===== config.mk =====
export PLATFORM = sky130hd
export DESIGN_NAME = data_chpack
export DESIGN_NICKNAME = d
export VERILOG_FILES = /design/src/rtl/data_chpack_pkg.sv /design/src/rtl/data_chpack_acc.sv /design/src/rtl/data_chpack.sv
export SDC_FILE = /design/constraint.sdc
export NUM_CORES = 1
export LEC_CHECK = 0
export CAP_MARGIN = 30
export CORE_UTILIZATION = 56
export CTS_CLUSTER_DIAMETER = 100
export DETAILED_ROUTE_END_ITERATION = 7
export GPL_TIMING_DRIVEN = 1
export PLACE_DENSITY_LB_ADDON = 0.15
export RECOVER_POWER = 50
export SYNTH_ARGS = -nofsm -noshare
export SYNTH_HDL_FRONTEND = slang
export SYNTH_SLANG_ARGS = --single-unit

===== constraint.sdc =====
create_clock -name clk -period 9.95 [get_ports clk]
set_input_delay 0.995 -clock clk [delete_from_list [all_inputs] [get_ports clk]]
set_output_delay 0.995 -clock clk [all_outputs]
set_load 0.05 [all_outputs]

===== src/rtl/data_chpack_pkg.sv =====
// Shared constants and mode arithmetic for the channel packer.
// Used by data_chpack and data_chpack_acc.
package data_chpack_pkg;

    // Largest mode any supported lane count can need (CH_COUNT up to 16).
    localparam int unsigned MAX_MODE_LIMIT = 32'd4;

    function automatic int unsigned mode_clamp(input int unsigned mode, input int unsigned max_mode);
        if (mode > max_mode) begin
            return max_mode;
        end else begin
            return mode;
        end
    endfunction

    function automatic int unsigned beats_per_word(input int unsigned mode, input int unsigned max_mode);
        return 32'd1 << (max_mode - mode_clamp(mode, max_mode));
    endfunction

    function automatic int unsigned fill_count(input int unsigned pos, input int unsigned mode);
        return (pos + 32'd1) << mode;
    endfunction

endpackage


===== src/rtl/data_chpack_acc.sv =====
// Lane accumulator for data_chpack: each accepted beat lands in lane group pos.
// With DATA_CHPACK_ZERO_FILL_EN defined the accumulator clears whenever a word closes.
module data_chpack_acc
    import data_chpack_pkg::*;
#(
    parameter int unsigned DATA_WIDTH = 16,
    parameter int unsigned CH_COUNT   = 8,
    parameter int unsigned POS_WIDTH  = 3,
    parameter int unsigned MODE_WIDTH = 2
) (
    input  logic                           clk,
    input  logic                           rst,
    input  logic                           wr_en,
    input  logic                           close,
    input  logic [POS_WIDTH-1:0]           pos,
    input  logic [MODE_WIDTH-1:0]          mode,
    input  logic [CH_COUNT*DATA_WIDTH-1:0] lanes,
    output logic [CH_COUNT*DATA_WIDTH-1:0] merged
);

    logic [CH_COUNT*DATA_WIDTH-1:0] acc_r;
    logic [CH_COUNT-1:0]            lane_we_s;
    int unsigned                    src_s;

    // Decode the lane group of this beat and overlay the incoming lanes on the accumulator.
    always_comb begin
        lane_we_s = {CH_COUNT{1'b0}};
        merged    = acc_r;
        src_s     = 32'd0;
        for (int unsigned l = 0; l < CH_COUNT; l++) begin
            if ((l >> mode) == 32'(pos)) begin
                lane_we_s[l] = 1'b1;
            end else begin
                lane_we_s[l] = 1'b0;
            end
        end
        for (int unsigned l = 0; l < CH_COUNT; l++) begin
            src_s = l & ((32'd1 << mode) - 32'd1);
            if (lane_we_s[l]) begin
                merged[l*DATA_WIDTH +: DATA_WIDTH] = lanes[src_s*DATA_WIDTH +: DATA_WIDTH];
            end else begin
                merged[l*DATA_WIDTH +: DATA_WIDTH] = acc_r[l*DATA_WIDTH +: DATA_WIDTH];
            end
        end
    end

    // Accumulator storage; a closing beat goes straight to the output register.
    always_ff @(posedge clk or negedge rst) begin
        if (!rst) begin
            acc_r <= {(CH_COUNT*DATA_WIDTH){1'b0}};
        end else if (wr_en && !close) begin
            acc_r <= merged;
`ifdef DATA_CHPACK_ZERO_FILL_EN
        end else if (wr_en && close) begin
            acc_r <= {(CH_COUNT*DATA_WIDTH){1'b0}};
`endif
        end
    end

endmodule


===== src/rtl/data_chpack.sv =====
// Channel packer: folds 2^cfg_mode active lanes per input beat into full CH_COUNT-lane words.
// Build macro DATA_CHPACK_ZERO_FILL_EN zeroes lanes at or above m_out_fill in flushed partial words.
module data_chpack
    import data_chpack_pkg::*;
#(
    parameter int unsigned DATA_WIDTH  = 16,
    parameter int unsigned CH_COUNT    = 8,
    parameter int unsigned TAG_WIDTH   = 1,
    parameter int unsigned _MODE_WIDTH = $clog2($clog2(CH_COUNT) + 1),
    parameter int unsigned _FILL_WIDTH = $clog2(CH_COUNT) + 1
) (
    input  logic                           clk,
    input  logic                           rst,
    input  logic [_MODE_WIDTH-1:0]         cfg_mode,
    input  logic [CH_COUNT*DATA_WIDTH-1:0] s_in_data,
    input  logic [TAG_WIDTH-1:0]           s_in_tag,
    input  logic                           s_in_valid,
    input  logic                           s_in_last,
    output logic                           s_in_ready,
    output logic [CH_COUNT*DATA_WIDTH-1:0] m_out_data,
    output logic [TAG_WIDTH-1:0]           m_out_tag,
    output logic [_FILL_WIDTH-1:0]         m_out_fill,
    output logic                           m_out_valid,
    output logic                           m_out_last,
    input  logic                           m_out_ready
);

    localparam int unsigned MAX_MODE  = $clog2(CH_COUNT);
    localparam int unsigned POS_WIDTH = MAX_MODE;
    localparam int unsigned BUS_WIDTH = CH_COUNT * DATA_WIDTH;

    logic [POS_WIDTH-1:0]   pos_r;
    logic [_MODE_WIDTH-1:0] mode_r;
    logic [TAG_WIDTH-1:0]   tag_r;
    logic [_MODE_WIDTH-1:0] eff_mode_s;
    logic [POS_WIDTH-1:0]   last_pos_s;
    logic [TAG_WIDTH-1:0]   first_tag_s;
    logic [_FILL_WIDTH-1:0] fill_s;
    logic                   s_in_ready_s;
    logic                   accept_s;
    logic                   close_s;
    logic [BUS_WIDTH-1:0]   merged_s;

    // Handshake and word-boundary decode; the mode is taken live only on the first beat of a word.
    always_comb begin
        s_in_ready_s = !m_out_valid || m_out_ready;
        accept_s     = s_in_valid && s_in_ready_s;
        if (pos_r == {POS_WIDTH{1'b0}}) begin
            eff_mode_s  = _MODE_WIDTH'(mode_clamp(32'(cfg_mode), MAX_MODE));
            first_tag_s = s_in_tag;
        end else begin
            eff_mode_s  = mode_r;
            first_tag_s = tag_r;
        end
        last_pos_s = POS_WIDTH'(beats_per_word(32'(eff_mode_s), MAX_MODE) - 32'd1);
        fill_s     = _FILL_WIDTH'(fill_count(32'(pos_r), 32'(eff_mode_s)));
        close_s    = accept_s && ((pos_r == last_pos_s) || s_in_last);
    end

    assign s_in_ready = s_in_ready_s;

    data_chpack_acc #(
        .DATA_WIDTH (DATA_WIDTH),
        .CH_COUNT   (CH_COUNT),
        .POS_WIDTH  (POS_WIDTH),
        .MODE_WIDTH (_MODE_WIDTH)
    ) u_acc (
        .clk    (clk),
        .rst    (rst),
        .wr_en  (accept_s),
        .close  (close_s),
        .pos    (pos_r),
        .mode   (eff_mode_s),
        .lanes  (s_in_data),
        .merged (merged_s)
    );

    // Slot pointer, latched mode and first-beat tag of the word in progress.
    always_ff @(posedge clk or negedge rst) begin
        if (!rst) begin
            pos_r  <= {POS_WIDTH{1'b0}};
            mode_r <= {_MODE_WIDTH{1'b0}};
            tag_r  <= {TAG_WIDTH{1'b0}};
        end else if (accept_s) begin
            if (close_s) begin
                pos_r <= {POS_WIDTH{1'b0}};
            end else begin
                pos_r <= pos_r + {{(POS_WIDTH-1){1'b0}}, 1'b1};
            end
            mode_r <= eff_mode_s;
            tag_r  <= first_tag_s;
        end
    end

    // Output word register: loads on a closing beat, drops valid once the word is taken.
    always_ff @(posedge clk or negedge rst) begin
        if (!rst) begin
            m_out_data  <= {BUS_WIDTH{1'b0}};
            m_out_tag   <= {TAG_WIDTH{1'b0}};
            m_out_fill  <= {_FILL_WIDTH{1'b0}};
            m_out_last  <= 1'b0;
            m_out_valid <= 1'b0;
        end else if (close_s) begin
            m_out_data  <= merged_s;
            m_out_tag   <= first_tag_s;
            m_out_fill  <= fill_s;
            m_out_last  <= s_in_last;
            m_out_valid <= 1'b1;
        end else if (m_out_ready) begin
            m_out_valid <= 1'b0;
        end
    end

endmodule


; ---- Word-level counts from Yosys, hierarchy flattened
; Cells that the tools add are included.
[classes]
add_sub_neg = 5
n_eq_ne = 9
shifts = 18
mux = 21
reduce_logical = 9
[ops]
columns = operator, n
row1 = $shiftx A128 B8 Y16, 4
row2 = $eq A32 B3 Y1, 8
row3 = $shiftx A128 B7 Y16, 2
row4 = $mux W16, 8
row5 = $shiftx A128 B6 Y16, 1
row6 = $shr A3 B2 Y32 const A, 4
row7 = $shr A1 B2 Y32 const A, 2
row8 = $shr A2 B2 Y32 const A, 2
row9 = $shl A1 B32 Y3 const A, 1
row10 = $mux W1, 11
row11 = $sub A3 B1 Y3 const B, 2
row12 = $add A3 B1 Y4 const B, 1
row13 = $shl A4 B2 Y4, 1
row14 = $add A3 B1 Y3 const B, 1
row15 = $eq A3 B3 Y1, 1
row16 = $logic_and A1 B1 Y1, 3
row17 = $logic_not A3 Y1, 1
row18 = $mux W3, 1
row19 = $shl A1 B2 Y3 const A, 1
row20 = $sub A2 B2 Y3 const A, 1
row21 = $logic_not A1 Y1, 2
row22 = $logic_or A1 B1 Y1, 2
row23 = $mux W2, 1
row24 = $reduce_bool A2 Y1, 1
[totals]
reg_bits = 269
in_bits = 136
wordCells = 71

; ---- Depth between registers and ports, before layout
[logic_depth]
depth_word = 10
ltp_mapped = 16
depth_no_buf = 8

; ---- By module
; A second synthesis with hierarchy kept.
[unflattened]
hier_cells = 1166
hier_area_um2 = 14779.2
[modules_own_cells]
columns = module, instances, cells_each, area_each_um2
row1 = data_chpack_acc, 1, 805, 8927.3
row2 = data_chpack, 1, 361, 5851.9

; ---- Worst setup path after synthesis
; No wires, ideal clock.
[synth_path]
path_type = register -> register
from = register pos_r[0]
to = register u_acc.acc_r[54]
setup_time_ns = 0.125
t_arrival_ns = 3.774
path_slack_ns = 6.050
stages_incl_launch_ff = 16
path_buffers = 8
synth_period_minus_slack_ns = 3.900
path_cell_list = dfrtp_1 > clkbuf_1 > inv_1 > clkbuf_1 > clkbuf_1 > ha_1 > nand2b_1 > buf_6 > mux2_2 > buf_2 > o32a_1 > buf_6 > or4b_1 > buf_2 > buf_6 > mux2_4
[synth_via]
elab_chain_cells = 10
[synth_lines]
columns = element, line
row1 = start: declaration, data_chpack.sv:32  ; logic [POS_WIDTH-1:0] pos_r;
row2 = start signal: assignment, data_chpack.sv:81  ; pos_r <= {POS_WIDTH{1'b0}};
row3 = start signal: assignment, data_chpack.sv:86  ; pos_r <= {POS_WIDTH{1'b0}};
row4 = start signal: assignment, data_chpack.sv:88  ; pos_r <= pos_r + {{(POS_WIDTH-1){1'b0}}, 1'b1};
row5 = branches (longest 10 deep; another with $sub A3 B1 Y3), n/a
row6 = end signal: assignment, data_chpack_acc.sv:50  ; acc_r <= {(CH_COUNT*DATA_WIDTH){1'b0}};
row7 = end signal: assignment, data_chpack_acc.sv:52  ; acc_r <= merged;
row8 = end: declaration, data_chpack_acc.sv:21  ; logic [CH_COUNT*DATA_WIDTH-1:0] acc_r;
; Parallel ways; which one is timed is not known.
; A chain may end at the register's enable or synchronous reset.

==> reports/results.ini <==
[setup_path]
worstReg2RegEnd = u_acc.acc_r[51]
cp_top_family = buffers and inverters
critPathSlowestCell = clkbuf_1
r2r_start = pos_r[0]
timing.critical_path.buf_inv = 1
r2r_slack_ns = 4.40
worstPathArrival_ns = 5.40
cp_slowest_stage_delay_ns = 4.27
worstPathCellList = clkbuf_1
critical_path_depth = 1
required_ns = 9.07
ff2ff_path_depth = 8
worstSetupPathType = input pin to async pin
critPathMaxFanout = 117
start_kind = input pin
endpoint_kind = async pin

[route]
viasPerCell = 6.17
wl_per_cell_um = 22.3
vias = 10952
wl_met2_um = 17900
drcViolationCount = 0
met3_length_um = 3730
dr.pass1.iters = 5
highest_layer = met5
routed_wl_um = 39600
wl_met1_um = 16500
drt_iter0_markers = 904
final_antenna_net_count = 0

[power]
ir_worst_vdd_mv = 0.243
power_density_nw_per_um2 = 407
switching_share_pct = 46.9
p_sw_mw = 3.25
power_leakage_nw = 7.50
pwr-share-seq_pct = 27.3
internal_power_mw = 3.68
pwr-share-clk_pct = 15.3
power_frac_comb_pct = 57.4

[clock_tree]
cts_hold_buffers = 0
cts_tree = done
htree_levels = 1
clk_transition_reported_paths_ns = 0.06
cts_inserted_buffers = 28
cts_setup_buffers = 0
post_cts_resized = 0
root_buffer = clkbuf_16
clock-sinks = 269
clock_path_buffers = 3
clock_latency_ns = 0.54

[logic_synthesis]
synth_top_area_share_pct = 51.1
syn_area_per_cell_um2 = 10.6
synthMostInstantiatedCell = dfrtp_1
yosysTopAreaCell = dfrtp_1
ys_top_cells_by_area = dfrtp_1, mux2i_1, o21ai_0
ys_seq_elements = 269
synthArstFlopShare_pct = 100
synthesis.area_um2 = 13200
synthCells = 1242
syn_nets = 1381
yosysSeqAreaShare_pct = 51.1
synth_edf_count = 0
synth_common_cells = dfrtp_1, o21ai_0, mux2i_1
synth_flop_cell = dfrtp_1
synth_cell_types = 45
synth-warning-count = 0

[global_route]
antenna_found_initial = 1
globalRouteTotalUtil_pct = 33.0
overflow = 0
grt_pass1_wl_um = 61300
grt_max_degree = 118
grt_pass1_vias = 10752

[timing]
skew_ns = 0.0131
finalCriticalPeriod_ns = 6.28
slew_viol_final = 118
worstMarginPinSlew_ns = 6.24
hold_viol_final = 0
finalCritPeriodShare_pct = 63.1
rsz0062_at_grt = false
finalSetupTns_ns = 0
finalSetupViolCount = 0
fmax_mhz = 159
relSlewSlack_pct = -316
hold_ws_ns = 0.382

[layout]
n_antenna_cell = 0
fillCellCount = 1612
syn_to_final_growth_pct = 29.1
drive_gt1_share_pct = 13.6
fin_nets = 1579
finalInstanceArea_um2 = 17000

[placed_design]
gp_congestion = 0.932
hpwl_um = 27200
placed_area_um2 = 16100
port_buffers = 271

[floorplan]
start_util_pct = 57.7
dieArea_um2 = 24200
num_io_pins = 272
die_h_um = 155
rows = 55
coreArea_um2 = 22800
die_x_um = 155

[worst_hold_path]
hp-class = flip-flop to flip-flop
min_to = u_acc.acc_r[113]
min_path_cells = 0
hold_start = u_acc.acc_r[113]

[status]
violations = capacitance limit, slew limit
outcome = finished, violations left

[flow_run]
maxCapViolations = 1

## stage by stage
stage | setup slack, ns | cells | power [mW] | utilization, %
floorplan | 6.05 | 1242 | 4.65 | -
global placement | 4.67 | 1718 | 5.74 | 69.9
detailed placement | 4.47 | 1722 | 5.87 | 70.3
CTS | 4.46 | 1773 | 6.95 | 74.4
global route | 2.23 | 1774 | 7.27 | 74.5
finish | 3.67 | 1774 | 6.92 | 74.5
## state kept, by name, indices dropped and copies added (netlist names)
name,flops
m_out_data,128
u_acc.acc_r,128
m_out_fill,4
pos_r,3
mode_r,2
m_out_last,1
m_out_tag,1
m_out_valid,1
tag_r,1
## layout by cell type (no fill, tap or decap), types with 7 or more instances in the layout
| cell type | synthesis | routed |
|---|---|---|
| dfrtp_1 | 269 | 269 |
| o21ai_0 | 266 | 266 |
| clkdlybuf4s50_1 | 0 | 218 |
| mux2i_1 | 133 | 131 |
| nand2_1 | 127 | 126 |
| mux2_2 | 105 | 105 |
| dlygate4sd3_1 | 0 | 52 |
| a21oi_1 | 35 | 35 |
| clkbuf_16 | 0 | 29 |
| nand3_1 | 19 | 19 |
| and3_1 | 18 | 18 |
| a31oi_1 | 19 | 18 |
| o31ai_1 | 17 | 17 |
| a211oi_1 | 17 | 17 |
| o2111ai_1 | 16 | 16 |
| a2bb2oi_1 | 16 | 16 |
| buf_4 | 0 | 15 |
| mux2_4 | 10 | 10 |
| clkbuf_8 | 0 | 9 |
| nor2_1 | 7 | 7 |
| clkbuf_1 | 99 | 7 |
## worst max path at each step
| stage | from | endpoint | slack [ns] |
|---|---|---|---|
| 4_1_cts | pos_r[0] | u_acc.acc_r[53] | 4.46 |
| 5_1_grt | rst | m_out_data[24] | 2.23 |
| 6_report | rst | m_out_data[24] | 3.67 |
| 2_1_floorplan | pos_r[0] | u_acc.acc_r[54] | 6.05 |
| 3_5_place_dp | pos_r[0] | u_acc.acc_r[53] | 4.47 |
| 3_3_place_gp | pos_r[0] | u_acc.acc_r[53] | 4.67 |
## cells by family (layout without fill, tap and decap cells)
family / Yosys count / count (layout) / share of synthesized area [%]
flip-flops: 269 / 269 / 51.1
XOR/XNOR: 6 / 6 / 0.456
AO/OA/AOI/OAI: 396 / 396 / 17.1
adder cells (fa/ha/maj): 3 / 3 / 0.285
AND/OR/NAND/NOR: 184 / 184 / 6.10
buffers and inverters: 130 / 349 / 4.03
multiplexers: 254 / 254 / 20.9
## cell type report
| cell class | instances | area, µm² | share of cell area [%] |
|---|---|---|---|
| clock buffer | 42 | 865 | 5.08 |
| clock inverter | 9 | 77.6 | 0.456 |
| inverter | 5 | 18.8 | 0.110 |
| multi-input combinational | 843 | 5990 | 35.2 |
| sequential | 269 | 6730 | 39.6 |
| tap | 313 | 392 | 2.30 |
| timing repair buffer | 293 | 2940 | 17.3 |
## power by group through the flow
stage	Clock [mW]	Sequential, mW	Combinational [mW]
3_5_place_dp	0	1.90	3.97
2_1_floorplan	0	2.69	1.96
3_3_place_gp	0	1.88	3.87
4_1_cts	1.07	1.89	3.99
5_1_grt	1.11	1.94	4.22
6_report	1.06	1.89	3.97
## metal layers
metal	track usage, %	vias to the layer above
met1	47.3	5391
met5	0	-
met3	6.80	96
met4	12.1	2
li1	-	4887
met2	49.7	576
Note: power is estimated with default switching activity, not from simulation.
